===== config.mk =====
export PLATFORM = sky130hd
export DESIGN_NAME = if_id_skid_flat
export DESIGN_NICKNAME = d
export VERILOG_FILES = /design/src/rtl/if_id_skid_pkg.sv /design/src/rtl/if_id_skid_if.sv /design/src/rtl/if_id_skid_slot.sv /design/src/rtl/if_id_skid.sv /design/src/flat_wrapper.sv
export SDC_FILE = /design/constraint.sdc
export NUM_CORES = 1
export LEC_CHECK = 0
export ABC_CLOCK_PERIOD_IN_PS = 2700
export CAP_MARGIN = 20
export CORE_UTILIZATION = 49
export DETAILED_ROUTE_END_ITERATION = 12
export GPL_TIMING_DRIVEN = 1
export HOLD_SLACK_MARGIN = 0.06
export PLACE_DENSITY_LB_ADDON = 0.25
export SLEW_MARGIN = 20
export SYNTH_ARGS = -nofsm -noshare
export SYNTH_HDL_FRONTEND = slang
export SYNTH_SLANG_ARGS = --single-unit

===== constraint.sdc =====
create_clock -name clk -period 2.7 [get_ports clk]
set_input_delay 0.54 -clock clk [delete_from_list [all_inputs] [get_ports clk]]
set_output_delay 0.54 -clock clk [all_outputs]
set_load 0.01 [all_outputs]

===== src/rtl/if_id_skid_pkg.sv =====
// Shared definitions for the IF->ID skid stage: occupancy state encoding
// and the default NOP instruction pattern.
package pipe_pkg;

  // State value equals the number of held words, so occupancy is the state.
  typedef enum logic [1:0] {
    ST_EMPTY = 2'd0,
    ST_ONE   = 2'd1,
    ST_TWO   = 2'd2
  } occ_state_e;

  // Default NOP pattern (all-zero); the top truncates it to INSTR_W bits.
  localparam logic [63:0] NOP_DEFAULT = 64'h0;

endpackage : pipe_pkg


===== src/rtl/if_id_skid_if.sv =====
// Valid/ready handshake bus carrying a PC and an instruction word.
// master drives valid/pc/instr and observes ready; slave is the reverse.
interface if_id_skid_if #(
  parameter int PC_W    = 8,
  parameter int INSTR_W = 16
) ();

  logic               valid;
  logic               ready;
  logic [PC_W-1:0]    pc;
  logic [INSTR_W-1:0] instr;

  modport master (output valid, output pc, output instr, input ready);
  modport slave  (input valid, input pc, input instr, output ready);

endinterface : if_id_skid_if


===== src/rtl/if_id_skid_slot.sv =====
// One storage slot of the skid stage: a PC + instruction register with a
// load enable and a clear enable. Clear wins over load and returns the slot
// to the empty pattern {0, NOP}.
module pipe_slot #(
  parameter int                 PC_W    = 8,
  parameter int                 INSTR_W = 16,
  parameter logic [INSTR_W-1:0] NOP     = {INSTR_W{1'b0}}
) (
  input  logic               clk,
  input  logic               rst,
  input  logic               i_load,
  input  logic               i_clear,
  input  logic [PC_W-1:0]    i_pc,
  input  logic [INSTR_W-1:0] i_instr,
  output logic [PC_W-1:0]    o_pc,
  output logic [INSTR_W-1:0] o_instr
);

  logic [PC_W-1:0]    r_pc;
  logic [INSTR_W-1:0] r_instr;

  // Slot register: async reset / clear to {0, NOP}, otherwise load or hold.
  always_ff @(posedge clk or posedge rst) begin
    if (rst) begin
      r_pc    <= {PC_W{1'b0}};
      r_instr <= NOP;
    end else if (i_clear) begin
      r_pc    <= {PC_W{1'b0}};
      r_instr <= NOP;
    end else if (i_load) begin
      r_pc    <= i_pc;
      r_instr <= i_instr;
    end else begin
      r_pc    <= r_pc;
      r_instr <= r_instr;
    end
  end

  assign o_pc    = r_pc;
  assign o_instr = r_instr;

endmodule : pipe_slot


===== src/rtl/if_id_skid.sv =====
// IF->ID pipeline stage with valid/ready handshake, one-entry skid buffer and
// synchronous flush. The main slot drives decode; the skid slot catches the
// word accepted in the cycle decode stalls, so in_ready depends only on
// registered state and never on out_ready.
module if_id_skid
  import pipe_pkg::*;
#(
  parameter int                 PC_W    = 8,
  parameter int                 INSTR_W = 16,
  parameter logic [INSTR_W-1:0] NOP     = INSTR_W'(NOP_DEFAULT)
) (
  input  logic         clk,
  input  logic         rst,
  if_id_skid_if.slave  in_bus,
  if_id_skid_if.master out_bus,
  input  logic         flush,
  output logic [1:0]   occupancy
);

  occ_state_e r_state;
  occ_state_e w_state_nxt;

  logic w_in_ready;
  logic w_out_valid;
  logic w_push;
  logic w_pop;

  logic w_main_load;
  logic w_main_clear;
  logic w_main_from_skid;
  logic w_skid_load;
  logic w_skid_clear;

  logic [PC_W-1:0]    w_main_pc_d;
  logic [INSTR_W-1:0] w_main_instr_d;
  logic [PC_W-1:0]    w_main_pc;
  logic [INSTR_W-1:0] w_main_instr;
  logic [PC_W-1:0]    w_skid_pc;
  logic [INSTR_W-1:0] w_skid_instr;

  // Handshake flags decoded from registered state only.
  assign w_in_ready  = (r_state != ST_TWO);
  assign w_out_valid = (r_state != ST_EMPTY);
  assign w_push      = in_bus.valid & w_in_ready;
  assign w_pop       = w_out_valid & out_bus.ready;

  // State register: occupancy of the stage.
  always_ff @(posedge clk or posedge rst) begin
    if (rst) begin
      r_state <= ST_EMPTY;
    end else begin
      r_state <= w_state_nxt;
    end
  end

  // Next-state and slot-control decode; flush overrides every transition.
  always_comb begin
    w_state_nxt      = r_state;
    w_main_load      = 1'b0;
    w_main_clear     = 1'b0;
    w_main_from_skid = 1'b0;
    w_skid_load      = 1'b0;
    w_skid_clear     = 1'b0;
    if (flush) begin
      w_state_nxt  = ST_EMPTY;
      w_main_clear = 1'b1;
      w_skid_clear = 1'b1;
    end else begin
      case (r_state)
        ST_EMPTY: begin
          if (w_push) begin
            w_state_nxt = ST_ONE;
            w_main_load = 1'b1;
          end else begin
            w_state_nxt = ST_EMPTY;
          end
        end
        ST_ONE: begin
          if (w_push && !w_pop) begin
            w_state_nxt = ST_TWO;
            w_skid_load = 1'b1;
          end else if (w_pop && !w_push) begin
            w_state_nxt  = ST_EMPTY;
            w_main_clear = 1'b1;
          end else if (w_push && w_pop) begin
            w_state_nxt = ST_ONE;
            w_main_load = 1'b1;
          end else begin
            w_state_nxt = ST_ONE;
          end
        end
        ST_TWO: begin
          if (w_pop) begin
            w_state_nxt      = ST_ONE;
            w_main_load      = 1'b1;
            w_main_from_skid = 1'b1;
            w_skid_clear     = 1'b1;
          end else begin
            w_state_nxt = ST_TWO;
          end
        end
        default: begin
          w_state_nxt  = ST_EMPTY;
          w_main_clear = 1'b1;
          w_skid_clear = 1'b1;
        end
      endcase
    end
  end

  // Main slot source: the skid word when draining TWO, else the fetch bus.
  always_comb begin
    w_main_pc_d    = in_bus.pc;
    w_main_instr_d = in_bus.instr;
    if (w_main_from_skid) begin
      w_main_pc_d    = w_skid_pc;
      w_main_instr_d = w_skid_instr;
    end else begin
      w_main_pc_d    = in_bus.pc;
      w_main_instr_d = in_bus.instr;
    end
  end

  pipe_slot #(.PC_W(PC_W), .INSTR_W(INSTR_W), .NOP(NOP)) u_main (
    .clk     (clk),
    .rst     (rst),
    .i_load  (w_main_load),
    .i_clear (w_main_clear),
    .i_pc    (w_main_pc_d),
    .i_instr (w_main_instr_d),
    .o_pc    (w_main_pc),
    .o_instr (w_main_instr)
  );

  pipe_slot #(.PC_W(PC_W), .INSTR_W(INSTR_W), .NOP(NOP)) u_skid (
    .clk     (clk),
    .rst     (rst),
    .i_load  (w_skid_load),
    .i_clear (w_skid_clear),
    .i_pc    (in_bus.pc),
    .i_instr (in_bus.instr),
    .o_pc    (w_skid_pc),
    .o_instr (w_skid_instr)
  );

  assign in_bus.ready  = w_in_ready;
  assign out_bus.valid = w_out_valid;
  assign out_bus.pc    = w_main_pc;
  assign out_bus.instr = w_main_instr;
  assign occupancy     = r_state;

endmodule : if_id_skid

===== src/flat_wrapper.sv =====
// flat-port wrapper written by rule: the top's interface ports become plain ports
module if_id_skid_flat import pipe_pkg::*;
#(
  parameter int                 PC_W    = 8,
  parameter int                 INSTR_W = 16,
  parameter logic [INSTR_W-1:0] NOP     = INSTR_W'(NOP_DEFAULT)
)
  (clk, rst, flush, occupancy, in_bus_valid, in_bus_pc, in_bus_instr, in_bus_ready, out_bus_valid, out_bus_pc, out_bus_instr, out_bus_ready);
  if_id_skid_if #(.PC_W(PC_W), .INSTR_W(INSTR_W)) in_bus_i ();
  if_id_skid_if #(.PC_W(PC_W), .INSTR_W(INSTR_W)) out_bus_i ();
  input  logic clk;
  input  logic rst;
  input  logic flush;
  output logic [1:0] occupancy;
  input wire logic [$bits(in_bus_i.valid)-1:0] in_bus_valid;
  input wire logic [$bits(in_bus_i.pc)-1:0] in_bus_pc;
  input wire logic [$bits(in_bus_i.instr)-1:0] in_bus_instr;
  output wire logic [$bits(in_bus_i.ready)-1:0] in_bus_ready;
  output wire logic [$bits(out_bus_i.valid)-1:0] out_bus_valid;
  output wire logic [$bits(out_bus_i.pc)-1:0] out_bus_pc;
  output wire logic [$bits(out_bus_i.instr)-1:0] out_bus_instr;
  input wire logic [$bits(out_bus_i.ready)-1:0] out_bus_ready;
  assign in_bus_i.valid = in_bus_valid;
  assign in_bus_i.pc = in_bus_pc;
  assign in_bus_i.instr = in_bus_instr;
  assign in_bus_ready = in_bus_i.ready;
  assign out_bus_valid = out_bus_i.valid;
  assign out_bus_pc = out_bus_i.pc;
  assign out_bus_instr = out_bus_i.instr;
  assign out_bus_i.ready = out_bus_ready;
  if_id_skid #(.PC_W(PC_W), .INSTR_W(INSTR_W), .NOP(NOP)) u_core (.clk(clk), .rst(rst), .in_bus(in_bus_i), .out_bus(out_bus_i), .flush(flush), .occupancy(occupancy));
endmodule

=== Yosys cells after proc, flatten, opt, wreduce, memory -nomap -nowiden ===
Cells that the tools add are included.

* Word-level logic and storage cells: 55
* Output and inout bits: 28
* Flip-flop bits (word level): 50

* Mux-type cells: 34
* Reduce and logical (&&, ||, !) cells: 11
* Bitwise gates (word level): 2
* Equality and inequality tests: 3

{| class="wikitable"
|+ Operators by type and width
! cell !! number
|-
| 16-bit two-way mux || 5
|-
| 8-bit two-way mux || 5
|-
| 1-bit two-way mux || 17
|-
| 2-bit two-way mux || 3
|-
| 2-bit case mux with 3 select lines || 1
|-
| 2-bit nonzero test || 3
|-
| 1-bit case mux with 2 select lines || 2
|-
| 2-bit OR reduction || 2
|-
| 1-bit logical AND || 3
|-
| 1-bit case mux with 3 select lines || 1
|-
| 1-bit bitwise AND || 2
|-
| 2-bit by 1-bit equality test with 1-bit output (second input constant) || 1
|-
| 2-bit equality test (second input constant) || 1
|-
| 1-bit zero test || 2
|-
| 2-bit zero test || 1
|-
| 2-bit != test (second input constant) || 1
|}

=== Logic depth before layout (Yosys ltp) ===
* Word-level depth: 10
* Depth in mapped cells: 9
* Depth with buffers taken out: 7

=== Modules after synthesis ===
Synthesis repeated with hierarchy kept, for this count alone.

* Cells, all modules: 212
* Area total of the unflattened synthesis: 2631.3 um^2

{| class="wikitable"
|+ Modules (own cells, without submodules)
! module !! area each (um^2) !! instances !! cells each
|-
| pipe_slot || 993.5 || 2 || 78
|-
| if_id_skid || 644.4 || 1 || 56
|}

=== Worst setup path before layout ===
No wires, ideal clock.

* Kind: register to register
* From: reg u_core.r_state[0], in the netlist u_core.occupancy[0]
* To: reg u_core.u_main.r_instr[0], in the netlist u_core.u_main.o_instr[0]
* Data arrival time: 1960 ps
* Stages on the path, launching flop included: 9
* Path slack: 665 ps
* Required time: 2625 ps
* Buffers on the path: 2
* Clock period less this slack: 2035 ps
* Path through: dfrtp_1 -> buf_2 -> or2_2 -> and2_1 -> ha_1 -> nor3_1 -> a22o_1 -> buf_4 -> o2bb2ai_2

* Word-level cells in the longest chain between the ends: 9
* Elaborated cells on any way between the ends: 30

{| class="wikitable"
|+ Ends and longest elaborated chain
! item !! line !! text
|-
| from (decl) || if_id_skid.sv:20 || <nowiki>occ_state_e r_state;</nowiki>
|-
| from (signal assigned) || if_id_skid.sv:52 || <nowiki>r_state <= w_state_nxt;</nowiki>
|-
| 2-bit nonzero test * || if_id_skid.sv:43 || <nowiki>assign w_out_valid = (r_state != ST_EMPTY);</nowiki>
|-
| named net out_bus_valid || flat_wrapper.sv:19 || <nowiki>output wire logic [$bits(out_bus_i.valid)-1:0] out_bus_valid;</nowiki>
|-
| 1-bit bitwise AND * || if_id_skid.sv:45 || <nowiki>assign w_pop = w_out_valid & out_bus.ready;</nowiki>
|-
| 1-bit logical AND || if_id_skid.sv:85 || <nowiki>end else if (w_push && w_pop) begin</nowiki>
|-
| 1-bit two-way mux || if_id_skid.sv:85 ||
|-
| 1-bit two-way mux || if_id_skid.sv:82 || <nowiki>end else if (w_pop && !w_push) begin</nowiki>
|-
| 1-bit two-way mux || if_id_skid.sv:79 || <nowiki>if (w_push && !w_pop) begin</nowiki>
|-
| 1-bit case mux with 3 select lines || if_id_skid.sv:69 || <nowiki>case (r_state)</nowiki>
|-
| 1-bit two-way mux || if_id_skid.sv:64 || <nowiki>if (flush) begin</nowiki>
|-
| 2-bit nonzero test (no line) || n/a ||
|-
| to (signal assigned) || if_id_skid_slot.sv:32 || <nowiki>r_instr <= i_instr;</nowiki>
|-
| to (signal assigned) || if_id_skid_slot.sv:35 || <nowiki>r_instr <= r_instr;</nowiki>
|-
| to (decl) || if_id_skid_slot.sv:20 || <nowiki>logic [INSTR_W-1:0] r_instr;</nowiki>
|}

Mark *: on every way through the listed nets, which the timed path passes. The rest lies on a longest branch. The select of a mux whose other input is x is not followed.
A chain may end at the register's enable or synchronous reset.

=== Worst setup path after layout ===
* From: reg u_core.r_state[0], in the netlist u_core.occupancy[0]
* To: out out_bus_valid

* Word-level cells in the longest chain between the ends: 1

{| class="wikitable"
|+ Ends and longest elaborated chain
! item !! line
|-
| 2-bit nonzero test || if_id_skid.sv:43
|-
| to (decl) || flat_wrapper.sv:19
|}

Every way passes these cells.

==> impl_metrics.csv <==
group,metric,value,unit
status,run_status,"complete, but fails checks",
status,violations_in_the_final_reports,"design-rule violations",
sta,final-setup-viol-count,0,
power,leakage,1.22,nW
global_routing,met1_usage,29.9,%
global_routing,grt.total_usage,21.1,%
critical_path,worstSetupEndpointType,"output port",
floorplanning,start_util,52.5,%
synthesis,post_synth_mux_area_share,10.2,%
floorplanning,core_area,4470,sq um
synthesis,yosysTopAreaCell,"sky130_fd_sc_hd__dfrtp_1",
detailed_routing,avgRoutedWirePerCell,15.5,um
synthesis,ys.warnings.count,0,
final_layout,final_net_count,298,
synthesis,syn_area,2350,sq um
critical_path,critical_path_peak_fanout,10,
clocking,cts_post_setup_buffers_inserted,0,
sta,post-route-period-util,79.2,%
detailed_routing,avgViaCountPerCell,5.62,
clocking,clock-sinks,50,
floorplanning,die_height,71.2,um
sta,postLayoutSetupSlackWorst,561,ps
sta,timing.final.max_slew_violations,0,
sta,skew,4.46,ps
critical_path,crit_chain,"or2_2, clkdlybuf4s50_1",
detailed_routing,route.final.wire_length,4.96,mm
sta,grt_setup_unrepaired,"no",
synthesis,synth-compound-area-share,18.7,%
power,pwr_density_cell,526,nW/um^2
clocking,clock_tree.buffer_depth,2,
critical_path,worstPathRequired,2160,ps
critical_path,slowest_stage,"sky130_fd_sc_hd__dfrtp_1",
placement,pre_cts_ws,416,ps
synthesis,syn_area_per_cell,11.0,sq um
synthesis,synth_enable_flop_cells,0,
global_routing,grt_overflow,0,
synthesis,synth.top_cell.area_share,53.3,%
detailed_routing,ant_nets,0,
synthesis,synth-simple-area-share,12.3,%
synthesis,synth_area_leaders,"sky130_fd_sc_hd__dfrtp_1, sky130_fd_sc_hd__mux2i_1, sky130_fd_sc_hd__nand2_1, sky130_fd_sc_hd__o2bb2ai_2, sky130_fd_sc_hd__a21oi_1",
placement,port-buffer-count,56,
floorplanning,number_of_primary_i_o_pins,57,
sta,timing.final.hold_violations,0,
critical_path,startpoint_type,"flip-flop",
run,max_cap_violations,0,
clocking,postCtsHoldBufs,0,
clocking,tritoncts_clock_tree,"built",
synthesis,synth-async-reset-ratio,100,%
clocking,post_cts.resized_instances,0,
sta,slew_headroom,78.5,%
sta,achievable-frequency,468,MHz
global_routing,grt.met2_usage,33.5,%
global_routing,grt_start_max_net_pins,51,
synthesis,synth.lib_cells_used.distinct,28,
detailed_routing,first_iter_violations,145,
global_routing,grt_first_pass_wirelength,8.48,mm
power,irDropWorstVdd,0.343,mV
detailed_routing,dr_total_vias,1803,
detailed_routing,drc,2,
sta,finalSetupTns,0,ps
synthesis,postSynthNetCount,243,
clocking,cts_root_buffer,"sky130_fd_sc_hd__clkbuf_8",
critical_path,timing.critical_path.slowest_cell_delay,480,ps
detailed_routing,dr.pass1.iters,8,
global_routing,antenna_found_initial,0,
critical_path,worst-setup-path-type,"reg -> out",
global_routing,global_route.usage.met3,4.36,%
placement,dp.final_hpwl,3.21,mm
min_path,hold_path_class,"reg -> reg",
critical_path,crit_arrival,1600,ps
clocking,clock_slew_seen_by_the_registers_of_the_worst_setup_and_hold_paths,90,ps
final_layout,area.growth.synth_to_final,30.5,%
clocking,clock_insertion_delay_worst_skew,290,ps
synthesis,postSynth.topFlopCell,"sky130_fd_sc_hd__dfrtp_1",
clocking,cts_inserted_buffers,5,
final_layout,antenna_cells_inserted,0,
floorplanning,chipWidth,71.2,um
synthesis,synth_xor_area_share,0,%
synthesis,synthesis.instances,213,
synthesis,largest_family_of_logic_cells_by_synthesized_area,"compound AO/OA/AOI/OAI gates",
placement,globalplace.congestion,0.768,
sta,final.min_clock_period,2140,ps
floorplanning,fp-row-count,24,
synthesis,synth-seq-area-share,53.3,%
clocking,cts-htree-levels,2,
final_layout,drive_above_1_share,11.2,%
synthesis,synth_fa_ha_area_share,0.533,%
synthesis,synth_seq_cells,50,
global_routing,first_global_vias,1770,
sta,worst_slew_pin_slew,322,ps
floorplanning,design.die.area,5070,sq um
global_routing,grt-busiest-layer,"met2",
## logic make-up after synthesis
group	Yosys count
compound gates	55
fa+ha+maj	1
buf+inv	18
flops	50
simple gates	65
mux	24
## critical path, delay by kind of cell, from the launching register on
family / cells / cell delay (ps)
buffers and inverters: 1 / 480
AND/OR/NAND/NOR: 1 / 340
flip-flops: 1 / 480
## cells in the mapped netlist (2+ instances only)
| cell | instances |
|---|---|
| sky130_fd_sc_hd__nor2_1 | 2 |
| sky130_fd_sc_hd__o2bb2ai_2 | 10 |
| sky130_fd_sc_hd__nand2_1 | 51 |
| sky130_fd_sc_hd__buf_4 | 4 |
| sky130_fd_sc_hd__dfrtp_1 | 50 |
| sky130_fd_sc_hd__buf_2 | 5 |
| sky130_fd_sc_hd__inv_1 | 2 |
| sky130_fd_sc_hd__nor2b_1 | 3 |
| sky130_fd_sc_hd__mux2i_1 | 24 |
| sky130_fd_sc_hd__clkbuf_1 | 5 |
| sky130_fd_sc_hd__a21oi_1 | 25 |
| sky130_fd_sc_hd__o21ai_0 | 3 |
| sky130_fd_sc_hd__o2bb2ai_1 | 14 |
## sequential cells by signal, summed over array words and instances (netlist names)
name,cells
u_core.occupancy,2
u_core.u_skid.o_pc,8
u_core.u_main.o_pc,8
u_core.u_main.o_instr,16
u_core.u_skid.o_instr,16
## per-stage QoR
stage / cells / hold slack [ps] / util, % / power, mW / area [sq um]
after global routing: 321 / 515 / 68.5 / 1.68 / 3060
after CTS: 321 / 501 / 68.5 / 1.63 / 3060
after detailed placement: 313 / 477 / 66.3 / 1.18 / 2970
after global placement: 313 / 472 / 66.3 / 1.17 / 2970
final: 321 / 496 / 68.5 / 1.61 / 3060
after floorplan: 213 / 501 / - / 0.997 / 2350
## power by group
| group | leakage [nW] | switching (mW) | internal [mW] |
|---|---|---|---|
| clock network | 0.0472 | 0.242 | 0.206 |
| registers | 0.674 | 0.0365 | 0.799 |
| logic | 0.497 | 0.147 | 0.180 |
| total | 1.22 | 0.426 | 1.19 |
## area by class of cell
type | instances | area, sq um
multi-input combinational | 145 | 986
clock buffer | 6 | 82.6
clock inverter | 2 | 12.5
sequential | 50 | 1250
inverter | 2 | 7.51
tap | 52 | 65.1
fill | 361 | 1410
timing repair buffer | 64 | 658
## path summary, 6_finish.rpt
kind                                             from                   endpoint  slack [ps]  cells after the start
worst max-delay path              u_core.occupancy[0]              out_bus_valid         560                      2
worst min-delay path            u_core.u_main.o_pc[1]      u_core.u_main.o_pc[1]         500                      1
worst max register to register    u_core.occupancy[0]  u_core.u_main.o_instr[14]         700                      7
worst min register to register  u_core.u_main.o_pc[1]      u_core.u_main.o_pc[1]         500                      1
max in group asynchronous                         rst  u_core.u_skid.o_instr[11]        1870                      3
min in group asynchronous                         rst      u_core.u_main.o_pc[4]         590                      3
## cells in the final DEF, fill, tap and decap left out, types with 2 or more instances in the layout
cell type,instances
sky130_fd_sc_hd__nor2b_1,3
sky130_fd_sc_hd__clkdlybuf4s50_1,56
sky130_fd_sc_hd__mux2i_1,24
sky130_fd_sc_hd__a21oi_1,25
sky130_fd_sc_hd__o2bb2ai_1,14
sky130_fd_sc_hd__buf_12,3
sky130_fd_sc_hd__dfrtp_1,50
sky130_fd_sc_hd__o21ai_0,3
sky130_fd_sc_hd__buf_4,5
sky130_fd_sc_hd__nand2_1,51
sky130_fd_sc_hd__nor2_1,2
sky130_fd_sc_hd__clkbuf_8,6
sky130_fd_sc_hd__o2bb2ai_2,10
## metal layers
layer  part of all wire, %  vias up
li1                      -      856
met1                    46      894
met2                    48       47
met3                   5.0        6
met4                  0.73        0
met5                     0        -
No activity file was read; power rests on OpenSTA's default activity.
